**src/rtl/fetch_pkg.sv**
```systemverilog
// Shared types and defaults for the instruction-fetch stage.
package fetch_pkg;

  localparam int PC_W  = 32;
  localparam int IMM_W = 16;

  localparam logic [PC_W-1:0] RESET_PC_DEF = 32'h0040_0000;
  localparam logic [PC_W-1:0] NOP_INST_DEF = 32'h0000_0000;

  typedef enum logic [1:0] {
    FETCH = 2'd0,
    HOLD  = 2'd1,
    DROP  = 2'd2
  } fetch_state_e;

  function automatic logic [PC_W-1:0] pc_inc(input logic [PC_W-1:0] pc);
    return pc + 32'd4;
  endfunction

endpackage

```
**src/rtl/fetch_target_calc.sv**
```systemverilog
// Branch target: PC+4 of the branch plus the sign-extended word offset.
module fetch_target_calc
  import fetch_pkg::*;
(
  input  logic [PC_W-1:0]  i_pc4,
  input  logic [IMM_W-1:0] i_imm16,
  output logic [PC_W-1:0]  o_target
);

  logic signed [PC_W-1:0] w_offset;

  assign w_offset = {{(PC_W-IMM_W-2){i_imm16[IMM_W-1]}}, i_imm16, 2'b00};
  assign o_target = i_pc4 + $unsigned(w_offset);

endmodule

```
**src/rtl/fetch_unit.sv**
```systemverilog
// IF stage: owns the PC and IF/ID register, fetches over a req/ack
// instruction-memory handshake, honours stalls and EX branch redirects.
module fetch_unit
  import fetch_pkg::*;
#(
  parameter logic [PC_W-1:0] RESET_PC = RESET_PC_DEF,
  parameter logic [PC_W-1:0] NOP_INST = NOP_INST_DEF
) (
  input  logic             clk,
  input  logic             reset,
  input  logic             IFstall,
  input  logic             nPC_sel,
  input  logic [IMM_W-1:0] br_imm16,
  input  logic [PC_W-1:0]  br_pc4,
  output logic             imem_req,
  output logic [PC_W-1:0]  imem_addr,
  input  logic             imem_ack,
  input  logic [PC_W-1:0]  imem_rdata,
  output logic [PC_W-1:0]  IDInst,
  output logic [PC_W-1:0]  IDpc4,
  output logic             IDvalid,
  output logic             drop_pulse
);

  fetch_state_e    r_state;
  logic [PC_W-1:0] r_pc;
  logic            r_req;
  logic [PC_W-1:0] r_skid;
  logic [PC_W-1:0] r_idinst;
  logic [PC_W-1:0] r_idpc4;
  logic            r_idvalid;
  logic            r_drop;

  logic [PC_W-1:0] w_target;
  logic [PC_W-1:0] w_pc4;
  logic            w_ack;

  fetch_target_calc u_target (
    .i_pc4    (br_pc4),
    .i_imm16  (br_imm16),
    .o_target (w_target)
  );

  assign w_pc4 = pc_inc(r_pc);
  assign w_ack = r_req & imem_ack;

  assign imem_req   = r_req;
  assign imem_addr  = r_pc;
  assign IDInst     = r_idinst;
  assign IDpc4      = r_idpc4;
  assign IDvalid    = r_idvalid;
  assign drop_pulse = r_drop;

  // Pipeline registers advance on the falling edge, like the other stages.
  always_ff @(negedge clk) begin
    r_drop <= 1'b0;
    if (reset) begin
      r_state   <= FETCH;
      r_pc      <= RESET_PC;
      r_req     <= 1'b0;
      r_idinst  <= NOP_INST;
      r_idpc4   <= '0;
      r_idvalid <= 1'b0;
    end else if (nPC_sel) begin
      r_pc      <= w_target;
      r_idinst  <= NOP_INST;
      r_idvalid <= 1'b0;
      r_req     <= 1'b1;
      // A request still in flight answers the old address, so it must be drained.
      if (w_ack) begin
        r_drop  <= 1'b1;
        r_state <= FETCH;
      end else if (r_req && r_state != HOLD) begin
        r_state <= DROP;
      end else begin
        r_state <= FETCH;
      end
    end else begin
      unique case (r_state)
        FETCH: begin
          if (!r_req) begin
            r_req <= 1'b1;
          end else if (w_ack && !IFstall) begin
            r_idinst  <= imem_rdata;
            r_idpc4   <= w_pc4;
            r_idvalid <= 1'b1;
            r_pc      <= w_pc4;
          end else if (w_ack) begin
            r_skid  <= imem_rdata;
            r_req   <= 1'b0;
            r_state <= HOLD;
          end else if (!IFstall) begin
            r_idinst  <= NOP_INST;
            r_idvalid <= 1'b0;
          end
        end
        HOLD: begin
          if (!IFstall) begin
            r_idinst  <= r_skid;
            r_idpc4   <= w_pc4;
            r_idvalid <= 1'b1;
            r_pc      <= w_pc4;
            r_req     <= 1'b1;
            r_state   <= FETCH;
          end
        end
        DROP: begin
          if (!IFstall) begin
            r_idinst  <= NOP_INST;
            r_idvalid <= 1'b0;
          end
          if (w_ack) begin
            r_drop  <= 1'b1;
            r_state <= FETCH;
          end
        end
        default: r_state <= FETCH;
      endcase
    end
  end

endmodule

```
**config.mk**
```make
export PLATFORM = sky130hd
export DESIGN_NAME = fetch_unit
export DESIGN_NICKNAME = d
export VERILOG_FILES = /design/src/rtl/fetch_pkg.sv /design/src/rtl/fetch_target_calc.sv /design/src/rtl/fetch_unit.sv
export SDC_FILE = /design/constraint.sdc
export NUM_CORES = 1
export LEC_CHECK = 0
export CORE_MARGIN = 1
export CORE_UTILIZATION = 30
export DETAILED_ROUTE_END_ITERATION = 12
export MAX_ROUTING_LAYER = met4
export PLACE_DENSITY = 0.57
export SLEW_MARGIN = 20
export SYNTH_ARGS = -nofsm -noshare
export SYNTH_HDL_FRONTEND = slang
export SYNTH_SLANG_ARGS = --single-unit
```
**constraint.sdc**
```tcl
create_clock -name clk -period 14.1 [get_ports clk]
set_clock_uncertainty 0.1 [all_clocks]
set_input_delay 3.525 -clock clk [delete_from_list [all_inputs] [get_ports clk]]
set_output_delay 3.525 -clock clk [all_outputs]
set_load 0.02 [all_outputs]
```
==> run_results.csv, run 1 <==
group,metric,value,unit
power_and_ir_drop,power_switching,400.8,uW
grt,grt_pass1_vias,7033,
power_and_ir_drop,netSwitchingFraction,33.34,%
layout,layout_commonest_cell,"clkdlybuf4s50_1",
yosys,postSynthAreaPerCell,8.732,um^2
yosys,synthCells,840,
layout,design_area,10480,um^2
sta,setup_viol,0,
yosys,synth_seq_cells,133,
layout,finalNonFillerCells,1468,
die,dieArea,25080,um^2
yosys,ys_types,66,
cts,ctsHoldBuffers,0,
placed_design,routabilityCongestion,0.8273,
sta,maxSlewHeadroom,60.87,%
sta,worstMarginPinSlew,586.9,ps
route,routed_wl,20810,um
grt,grt_max_degree,49,
route,drt_iter0_drc,350,
sta,rsz0062_at_grt,"false",
route,drc,0,
min_path,whs_path_depth,2,
sta,final_max_slew_viol_count,0,
power_and_ir_drop,peakVddDrop,0.07944,mV
setup_path,cp.required,7320,ps
yosys,syn_nets,959,
placed_design,post-place-cells,1305,
power_and_ir_drop,leakage,0.004184,uW
placed_design,hpwl,14380,um
power_and_ir_drop,powerDensity,114.8,nW/um^2
layout,final_nets,1256,
cts,tritoncts,"yes",
job,maxCapViolCount,0,
setup_path,cp-start-kind,"input port",
outcome,status,"completed",
grt,globalRouteOverflowTotal,0,
cts,cts_setup_buffers,0,
yosys,synth-edff-count,32,
cts,cts-buffers-inserted,17,
die,start_util,30.88,%
die,die_x,158.4,um
yosys,syn_area,7335,um^2
cts,postCtsResizedCells,0,
layout,drive_above_1_share,6.440,%
setup_path,end_kind,"flip-flop",
cts,cts-root-buf,"clkbuf_16",
grt,grt_pass1_wl,33200,um
route,wl_per_cell,14.17,um
layout,syn_to_final_growth,42.84,%
setup_path,worstPathArrival,6270,ps
grt,antenna_found_initial,0,
die,io_pins,184,
yosys,seq_area_frac_synth,40.67,%
sta,hold_viol,0,
sta,setup_slack,1041,ps
placed_design,placed_area,9445,um^2
setup_path,rr_worst_depth,11,
die,core,23750,um^2
cts,max-clock-path-buffers,2,
yosys,ys_warn_count,0,
placed_design,dp_slack,611.4,ps
yosys,synth-main-ff-cell,"dfxtp_1",
sta,tns,0,ps
layout,final_cell_mix,"clkdlybuf4s50_1 (181), nor2_1 (168), inv_1 (145), dfxtp_1 (101), a21oi_1 (70)",
route,postRouteAntennaNets,0,
setup_path,path_max_fanout,10,
power_and_ir_drop,pwr-share-comb,18.5,%
power_and_ir_drop,pwr-share-seq,35.8,%
sta,hold_slack,358.6,ps
grt,gr-usage-all-layers,17.22,%
min_path,hp-class,"reg -> reg",
setup_path,critical_path_class,"in -> reg",
die,die_y,158.4,um
power_and_ir_drop,internal_power,801.4,uW
route,drtPass1Iterations,4,
placed_design,io_buffers,183,
cts,path_clk_slew,40,ps
layout,n_antenna_cell,0,
cts,ctsHtreeMaxLevel,4,
cts,cts_num_sinks,133,
cts,worstSkewPairLatency,450,ps
yosys,synthArstFlopShare,0,%
die,fp-row-count,56,
route,post_drt_via_cell_ratio,4.779,
power_and_ir_drop,clkPwrFrac,45.7,%
route,num_vias,7015,
[Yosys cell counts, types with 11 or more instances]
cell type | n | area share (%)
dfxtp_1 | 101 | 28
clkbuf_1 | 34 | 1.7
o21ai_0 | 22 | 1.5
xnor2_1 | 47 | 5.6
edfxtp_1 | 32 | 13
a21oi_1 | 70 | 4.8
nand3_1 | 15 | 1.0
xor2_1 | 31 | 3.7
a211oi_1 | 47 | 4.8
nor2_1 | 169 | 8.6
inv_1 | 11 | 0.56
a22oi_1 | 33 | 3.4
ha_1 | 33 | 5.6
nor3_1 | 16 | 1.1
nand2_1 | 50 | 2.6
[stage by stage]
| stage | util (%) | power, uW |
|---|---|---|
| after global routing | 44.11 | 1295 |
| after CTS | 44.11 | 1229 |
| final | 44.11 | 1202 |
| after detailed placement | 39.77 | 714.5 |
| after floorplan | - | 625.9 |
| after global placement | 39.77 | 714.0 |
[cells by family (layout without fill, tap and decap cells)]
logic type | after synthesis | in the layout | share of synthesized area, %
AND/OR/NAND/NOR | 308 | 308 | 19.52
AO/OA/AOI/OAI | 223 | 223 | 20.44
flip-flops | 133 | 133 | 40.67
XOR/XNOR | 78 | 78 | 9.314
buffers and inverters | 60 | 369 | 3.616
adder cells (fa/ha/maj) | 34 | 34 | 5.902
multiplexers | 4 | 4 | 0.5459
[cell type report]
cell class                 count  area, um^2
fill                        2393       13280
inverter                      10       37.54
multi-input combinational    647        4110
sequential                   133        2983
clock buffer                  17       425.4
tap                          319       399.1
timing repair buffer         195        1912
clock inverter               147       609.3
[path summary, 6_finish.rpt]
| kind | slack, ps | startpoint | end |
|---|---|---|---|
| hold / removal | 360 | IDpc4[1] | IDpc4[1] |
| hold reg to reg | 360 | IDpc4[1] | IDpc4[1] |
| setup / recovery | 1040 | br_imm16[15] | imem_addr[30] |
| setup reg to reg | 11520 | r_state[0] | IDpc4[23] |
[layer usage]
layer  GRT usage, %  part of all wire [%]
met5              -                     0
met4          8.059                   1.2
met3          7.050                   7.0
met2          26.75                    46
met1          19.20                    46
[power by group through the flow]
stage / Sequential (uW) / Clock [uW] / Combinational [uW]
after floorplan: 447 / 57.2 / 122
after global placement: 435 / 57.2 / 222
after detailed placement: 435 / 57.2 / 222
after CTS: 431 / 574 / 224
after global routing: 432 / 619 / 244
final: 431 / 549 / 222
[sequential cells by signal, indices dropped and copies added (netlist names), named ones only]
name	count
IDInst	32
IDpc4	32
drop_pulse	1
imem_addr	32
imem_req	1
r_skid	32
r_state	2
[worst max-delay path, stage by stage]
cell and delay [ps]:
clkdlybuf4s50_1 650, buf_4 290, ha_1 420, nand2_1 100, o211ai_1 250, and3_1 220, a21oi_1 80, and3_1 180
or4_1 460, o221ai_1 80
Note: power is estimated with default switching activity, not from simulation.
==> run 2: changes to the inputs <==
--- a/config.mk
+++ b/config.mk
@@ -9,7 +9,6 @@
 export CORE_UTILIZATION = 30
 export DETAILED_ROUTE_END_ITERATION = 12
 export MAX_ROUTING_LAYER = met4
-export PLACE_DENSITY = 0.57
 export SLEW_MARGIN = 20
 export SYNTH_ARGS = -nofsm -noshare
 export SYNTH_HDL_FRONTEND = slang
==> run 2 against run 1 <==
Effect of this change:
- via count decreased by 0.93%
- clock-buffer cell count unchanged
- flip-flop and latch count unchanged
- cell count about the same
- worst setup slack improved by 91 ps
- hold slack got worse by 5.1 ps
- total power increased by 5.3%
- sequential share of layout area decreased by 0.24 points
- global-route usage decreased by 0.33 points
- register-to-register slack improved by 110 ps
- critical path depth increased by 1
- die area unchanged
- critical endpoint is now imem_addr[16]
- largest power group unchanged
- highest routed layer unchanged
==> run_results.csv, run 2 (synthesized netlist as in run 1, its figures left out) <==
group,metric,value,unit
sta,rsz0062_at_grt,"false",
min_path,whs_path_depth,2,
layout,final_nets,1256,
placed_design,placed_area,9445,um^2
setup_path,cp_slowest_stage_delay,410,ps
grt,grt_pass1_vias,6898,
grt,gr-usage-all-layers,16.89,%
power_and_ir_drop,peakVddDrop,0.08168,mV
setup_path,timing.rr.start,"imem_addr[2]",
setup_path,end_kind,"flip-flop",
route,drc,0,
die,die_x,158.4,um
cts,postCtsResizedCells,0,
placed_design,routabilityCongestion,0.8480,
sta,setup_viol,0,
sta,hold_slack,353.6,ps
setup_path,critical_path_class,"in -> reg",
route,drtPass1Iterations,4,
setup_path,cp-start-kind,"input port",
power_and_ir_drop,power_switching,405.5,uW
route,num_vias,6950,
die,core,23750,um^2
layout,fillers,2370,
power_and_ir_drop,leakage,0.004230,uW
cts,ctsHtreeMaxLevel,4,
die,start_util,30.88,%
route,drt_iter0_drc,304,
layout,final_cell_mix,"clkdlybuf4s50_1 (181), nor2_1 (168), inv_1 (143), dfxtp_1 (101), a21oi_1 (70)",
outcome,status,"completed",
route,postRouteAntennaNets,0,
layout,n_antenna_cell,0,
grt,grt_pass1_wl,32440,um
route,routed_wl,20430,um
setup_path,rrSetupSlack,11630,ps
grt,antenna_found_initial,0,
setup_path,path_cells,"clkdlybuf4s50_1, ha_1, fa_1, a21oi_1, nor3_1, nor2_1, nand4_1, a21boi_0, o21ai_0, xnor2_1, a211oi_1",
power_and_ir_drop,netSwitchingFraction,32.04,%
power_and_ir_drop,powerDensity,119.8,nW/um^2
job,maxCapViolCount,0,
setup_path,path_buf_inv,1,
setup_path,rr_worst_depth,9,
grt,grt_max_degree,60,
die,die_y,158.4,um
layout,design_area,10570,um^2
min_path,min_to,"IDpc4[1]",
power_and_ir_drop,internal_power,860.0,uW
route,post_drt_via_cell_ratio,4.731,
grt,gr-usage-met3,6.478,%
layout,syn_to_final_growth,44.05,%
cts,cts-buffers-inserted,17,
setup_path,path_delay_family,"compound AO/OA/AOI/OAI gates",
sta,final_max_slew_viol_count,0,
sta,maxSlewHeadroom,58.93,%
grt,globalRouteOverflowTotal,0,
setup_path,worstPathArrival,6170,ps
power_and_ir_drop,clkPwrFrac,48.5,%
layout,layout_commonest_cell,"clkdlybuf4s50_1",
die,dieArea,25080,um^2
placed_design,io_buffers,183,
cts,cts-root-buf,"clkbuf_16",
sta,hold_viol,0,
grt,busiest_layer,"met2",
setup_path,crit_slowest_cell,"clkdlybuf4s50_1",
setup_path,cp.required,7310,ps
grt,use_met2,26.50,%
cts,max-clock-path-buffers,2,
cts,ctsHoldBuffers,0,
sta,tns,0,ps
cts,cts_setup_buffers,0,
die,fp-row-count,56,
cts,path_clk_slew,30,ps
min_path,hp-class,"reg -> reg",
power_and_ir_drop,pwr-share-comb,17.5,%
grt,gr-usage-met1,18.56,%
min_path,min_from,"IDpc4[1]",
placed_design,hpwl,14230,um
cts,cts_num_sinks,133,
sta,worstMarginPinSlew,616.1,ps
setup_path,r2r-end,"imem_addr[12]",
layout,drive_above_1_share,6.696,%
cts,tritoncts,"yes",
power_and_ir_drop,pwr-share-seq,34.0,%
cts,worstSkewPairLatency,450,ps
route,wl_per_cell,13.90,um
setup_path,path_max_fanout,3,
die,io_pins,184,
## run 2: cell types whose count changed in the layout (fill, tap and decap cells not counted)
cell	before	now
bufinv_16	1	4
clkinv_4	4	3
clkinvlp_2	5	2
inv_1	145	143
inv_4	2	4
inv_6	0	2
## run 2: how the worst max path moves through the flow
stage                            from       endpoint  cells past startpoint
after floorplan               nPC_sel      r_skid[0]                      5
after global placement    br_imm16[0]  imem_addr[22]                     11
after detailed placement  br_imm16[0]  imem_addr[16]                     11
after CTS                 br_imm16[0]  imem_addr[16]                     11
after global routing      br_imm16[0]  imem_addr[16]                     11
final                     br_imm16[0]  imem_addr[16]                     11
## run 2: layout make-up
type / count / area [um^2] / share of cell area (%)
Clock inverter: 148 / 698.2 / 6.608
Sequential cell: 133 / 2983 / 28.23
Clock buffer: 17 / 425.4 / 4.027
Inverter: 10 / 37.54 / 0.3553
Tap cell: 319 / 399.1 / 3.778
Timing Repair Buffer: 195 / 1912 / 18.10
Multi-Input combinational cell: 647 / 4110 / 38.90
## run 2: routing by layer
layer | share of wire [%] | routed length [um]
met5 | 0 | 0
met2 | 48 | 9727
met3 | 6.1 | 1238
met1 | 45 | 9281
met4 | 0.87 | 177
## run 2: worst reg2reg max path, stage by stage (launching register included)
cell and delay (ps):
dfxtp_1 430, ha_1 250, and3_1 230, and3_4 230, and3_1 230, nand3_2 140, nor2_1 160, xnor2_1 140
o21ai_0 90, a311o_1 330
## run 2: through the flow
step | util (%) | worst slack [ps] | total power, uW | std cells
6_report | 44.48 | 1132 | 1265 | 1469
5_1_grt | 44.48 | 874.8 | 1368 | 1469
3_3_place_gp | 39.77 | 699.4 | 712.9 | 1305
4_1_cts | 44.48 | 1118 | 1295 | 1469
3_5_place_dp | 39.77 | 666.7 | 713.3 | 1305
2_1_floorplan | - | 44.15 | 625.9 | 840
## run 2: power by group through the flow
stage	Clock, uW	Combinational [uW]	Sequential [uW]
after CTS	642	223	430
after floorplan	57.2	122	447
after global placement	57.2	221	435
after detailed placement	57.2	221	435
after global routing	694	243	431
final	614	221	430
